### config.mk
export PLATFORM = sky130hd
export DESIGN_NAME = gf2n_iterative_multiplier
export DESIGN_NICKNAME = d
export VERILOG_FILES = /design/src/rtl/gf2n_iterative_multiplier.sv
export SDC_FILE = /design/constraint.sdc
export NUM_CORES = 1
export LEC_CHECK = 0
export BUFFER_PORTS_ARGS = -buffer_cell sky130_fd_sc_hd__clkbuf_2
export CAP_MARGIN = 20
export CORE_ASPECT_RATIO = 0.75
export CORE_MARGIN = 3
export CORE_UTILIZATION = 35
export DETAILED_ROUTE_END_ITERATION = 10
export SYNTH_ARGS = -nofsm -noshare
export SYNTH_HDL_FRONTEND = slang
export SYNTH_SLANG_ARGS = --single-unit
### constraint.sdc
create_clock -name clk -period 1.7 [get_ports clk]
set_clock_uncertainty 0.1 [all_clocks]
set_input_delay 0.085 -clock clk [delete_from_list [all_inputs] [get_ports clk]]
set_output_delay 0.085 -clock clk [all_outputs]
set_load 0.05 [all_outputs]
### src/rtl/gf2n_iterative_multiplier.sv
// Multi-lane GF(2^N) MSB-first shift-and-add multiplier with a shared IDLE/RUN/DONE sequencer.
// Define GF_MUL_ACCUM_EN to add a per-lane multiply-accumulate register (sum) and its acc_clr port.
module gf2n_iterative_multiplier #(
    parameter int N = 4,
    parameter int LANES = 2,
    parameter logic [N-1:0] POLY = 4'b0011
) (
    input  logic               clk,
    input  logic               rst_n,
    input  logic               in_valid,
    output logic               in_ready,
    input  logic               op_mode,
    input  logic [LANES*N-1:0] a,
    input  logic [LANES*N-1:0] b,
    output logic               out_valid,
    input  logic               out_ready,
`ifdef GF_MUL_ACCUM_EN
    input  logic               acc_clr,
`endif
    output logic [LANES*N-1:0] p
);
    localparam int CW = $clog2(N);

    typedef enum logic [1:0] {IDLE, RUN, DONE} state_t;

    state_t                   state;
    logic [CW-1:0]            cnt;
    logic [LANES-1:0][N-1:0]  op_a;
    logic [LANES-1:0][N-1:0]  op_b;
    logic [LANES-1:0][N-1:0]  acc;
    logic [LANES-1:0][N-1:0]  acc_nxt;
    logic [LANES-1:0][N-1:0]  p_q;

    function automatic logic [N-1:0] xtime(input logic [N-1:0] v);
        return {v[N-2:0], 1'b0} ^ (v[N-1] ? POLY : '0);
    endfunction

    always_comb begin
        acc_nxt = '0;
        for (int i = 0; i < LANES; i++)
            acc_nxt[i] = xtime(acc[i]) ^ (op_b[i][cnt] ? op_a[i] : '0);
    end

`ifdef GF_MUL_ACCUM_EN
    logic [LANES-1:0][N-1:0] sum;
    logic [LANES-1:0][N-1:0] sum_eff;

    // A clear on the same edge as a result load means the result starts a fresh accumulation.
    assign sum_eff = acc_clr ? '0 : sum;

    always_ff @(posedge clk) begin
        if (!rst_n)
            sum <= '0;
        else if (acc_clr)
            sum <= '0;
        else if (out_valid && out_ready)
            sum <= sum ^ acc;
    end
`endif

    assign in_ready = (state == IDLE);
    assign p        = p_q;

    always_ff @(posedge clk) begin
        if (!rst_n) begin
            state     <= IDLE;
            cnt       <= '0;
            op_a      <= '0;
            op_b      <= '0;
            acc       <= '0;
            p_q       <= '0;
            out_valid <= 1'b0;
        end else begin
            case (state)
                IDLE: begin
                    if (in_valid) begin
                        op_a  <= a;
                        op_b  <= op_mode ? a : b;
                        acc   <= '0;
                        cnt   <= CW'(N - 1);
                        state <= RUN;
                    end
                end
                RUN: begin
                    acc <= acc_nxt;
                    cnt <= cnt - 1'b1;
                    if (cnt == '0) begin
`ifdef GF_MUL_ACCUM_EN
                        p_q <= acc_nxt ^ sum_eff;
`else
                        p_q <= acc_nxt;
`endif
                        out_valid <= 1'b1;
                        state     <= DONE;
                    end
                end
                DONE: begin
                    if (out_ready) begin
                        out_valid <= 1'b0;
                        state     <= IDLE;
                    end
`ifdef GF_MUL_ACCUM_EN
                    else begin
                        p_q <= acc ^ sum_eff;
                    end
`endif
                end
                default: state <= IDLE;
            endcase
        end
    end
endmodule

==> results.ini <==
[status]
status = finished clean

[finish]
nets = 261
drive_gt1_share_pct = 22.1
layout.cells.non_filler = 297
layout_common_cells = nand2_1, dfxtp_1, clkbuf_2
antennaDiodeCount = 0
design_area_um2 = 2180
final_util_pct = 47.4
areaGrowthSynthToFinish_pct = 26.3

[worst_setup_path]
r2r_slack_ns = 0.11
worst_ep_required_time_ns = 1.81
critical_path_class = reg2reg
critPathMaxStageDelay_ns = 0.59
cp-end-kind = register
cpMaxStageDelayCell = mux4_2
cp_max_fo = 6
ff2ff_path_depth = 3
setup.worst_path.start_class = register
cp_data_arrival_time_ns = 1.69
crit_chain = mux4_2 -> and3_4 -> o31ai_1

[floorplanning]
design.core.area_um2 = 4600
die_area_um2 = 5820
dieHeight_um = 66.8
start_util_pct = 37.5
rows = 21
die_x_um = 87.1
io-pin-count = 31

[timing]
worst_pin_slew_ns = 0.609
max-slew-margin-rel_pct = 59.4
rsz0062_at_grt = false
fin_crit_sh_pct = 93.5
max_freq_mhz = 629
slew_viol_final = 0
tns_ns = 0
min_period_ns = 1.59
timing.final.hold_violations = 0
final-setup-viol-count = 0

[grt]
grt_max_degree = 25
overflow = 0
gr-usage-all-layers_pct = 15.3
antenna_found_initial = 0
grt_pass1_wl_mm = 6.71
grt_pass1_vias = 1459

[placement]
dp.cells = 278
detailed_place.area_um2 = 1940
place_congestion = 0.801
hpwlAfterDp_mm = 3.01
io_buffers = 30

[cts]
cts_root_buffer = clkbuf_8
cts.sinks = 37
clk_pin_slew_ns = 0.08
numCtsBuffers = 5
clkLatencyLatePin_ns = 0.30
clockBufferDepth = 2
htreeDepth = 2
cts_setup_buffers = 0
cts_tree = built

[drt]
wire_per_inst_um = 14.9
dr.pass1.iters = 4
ant_nets = 0
vias_per_cell = 5.36
dr.max_layer_used = met4
wl_met1_mm = 2.11
drtIter0Drc = 93
wl_met2_mm = 1.80
wl_mm = 4.42
route.met3.wl_um = 445
drc_errors = 0
num_vias = 1591

[min_path]
hold_depth = 3
min_path_type = in2reg

[synth]
synth.distinct_cells = 32
ys_ff_latch = 37
syn-instance-count = 198
synth_warnings = 0
ys_seq_area_share_pct = 42.9
syn_nets = 220
avgSynthCellArea_um2 = 8.71
mappedNetlistArea_um2 = 1730

[flow_run]
drv_cap = 0

[pwr]
p_leak_nw = 0.864
power_density_nw_per_um2 = 885
power_mw = 1.93
peakVddDrop_v = 0.000359

==> sequential cells by signal, indices dropped and copies added (netlist names) <==
| signal | flops |
|---|---|
| p | 8 |
| op_a | 8 |
| acc | 8 |
| op_b | 8 |
| out_valid | 1 |
| state | 2 |
| cnt | 2 |
==> worst max-delay path: cells and delay by family (launching register included) <==
family           cells  cell delay [ns]
AND/OR/NAND/NOR      1             0.20
flip-flops           1             0.40
multiplexers         1             0.59
AO/OA/AOI/OAI        1             0.21
==> power by group <==
group          total (mW)  switching [mW]  leakage (nW)  internal (mW)
clock network       0.610           0.327        0.0439          0.283
logic               0.340           0.193         0.517          0.147
registers           0.978          0.0609         0.303          0.917
==> timing repair <==
item,4_1_cts,5_1_grt
hold buffers,9,0
hold endpoints to repair,10,0
resized for setup,0,3
endpoints found under the setup margin,0,13
==> kinds of logic after synthesis <==
family / Yosys count / share of synthesized area, %
flops: 37 / 42.9
compound gates: 39 / 15.3
mux: 11 / 7.83
fa+ha+maj: 1 / 0.725
xor+xnor: 2 / 1.02
buf+inv: 20 / 5.22
simple gates: 88 / 27.0
==> per-stage QoR <==
| stage | hold slack, ns | worst slack (ns) |
|---|---|---|
| finish | 0.0137 | 0.111 |
| global route | 0.0375 | 0.0245 |
| CTS | 0.00727 | 0.00983 |
| detailed placement | 0.235 | 0.0273 |
| global placement | 0.235 | 0.0898 |
| floorplan | 0.121 | 0.146 |
==> Yosys cell counts <==
cell | instances | area (um^2)
dfxtp_1 | 37 | 741
nand2_1 | 35 | 131
nand3_1 | 14 | 70.1
a21oi_1 | 12 | 60.1
o211ai_1 | 10 | 75.1
mux2i_1 | 9 | 90.1
nor2_1 | 9 | 33.8
a211oi_1 | 8 | 60.1
nand4b_1 | 8 | 70.1
clkbuf_1 | 7 | 26.3
and2_1 | 6 | 37.5
buf_2 | 6 | 30.0
inv_1 | 6 | 22.5
nand4_1 | 4 | 25.0
o31ai_1 | 4 | 30.0
and3_1 | 2 | 12.5
mux4_2 | 2 | 45.0
nor2b_1 | 2 | 12.5
o221ai_1 | 2 | 17.5
or3b_2 | 2 | 17.5
xor2_1 | 2 | 17.5
a221oi_1 | 1 | 8.76
and3_4 | 1 | 11.3
and3b_1 | 1 | 8.76
and4b_1 | 1 | 10.0
buf_6 | 1 | 11.3
ha_1 | 1 | 12.5
nand3b_1 | 1 | 7.51
nor3_1 | 1 | 5.00
nor3b_2 | 1 | 12.5
o21ai_0 | 1 | 5.00
o21bai_1 | 1 | 7.51
==> final timing paths <==
path                            startpoint        end
worst max-delay path                cnt[0]     acc[1]
worst min-delay path                  b[5]    op_b[5]
worst max register to register      cnt[0]     acc[1]
worst min register to register   out_valid  out_valid
==> layer usage <==
metal	up-vias	track usage, %
li1	808	-
met1	717	21.0
met2	59	22.4
met3	7	3.96
met4	0	6.42
met5	-	0
==> cell type report <==
class,instances,area (um^2)
Inverter,6,22.5
Tap cell,57,71.3
Fill cell,435,2420
Clock inverter,3,17.5
Sequential cell,37,746
Clock buffer,5,68.8
Timing Repair Buffer,46,305
Multi-Input combinational cell,143,947
Power figures use the tool's default switching activity.
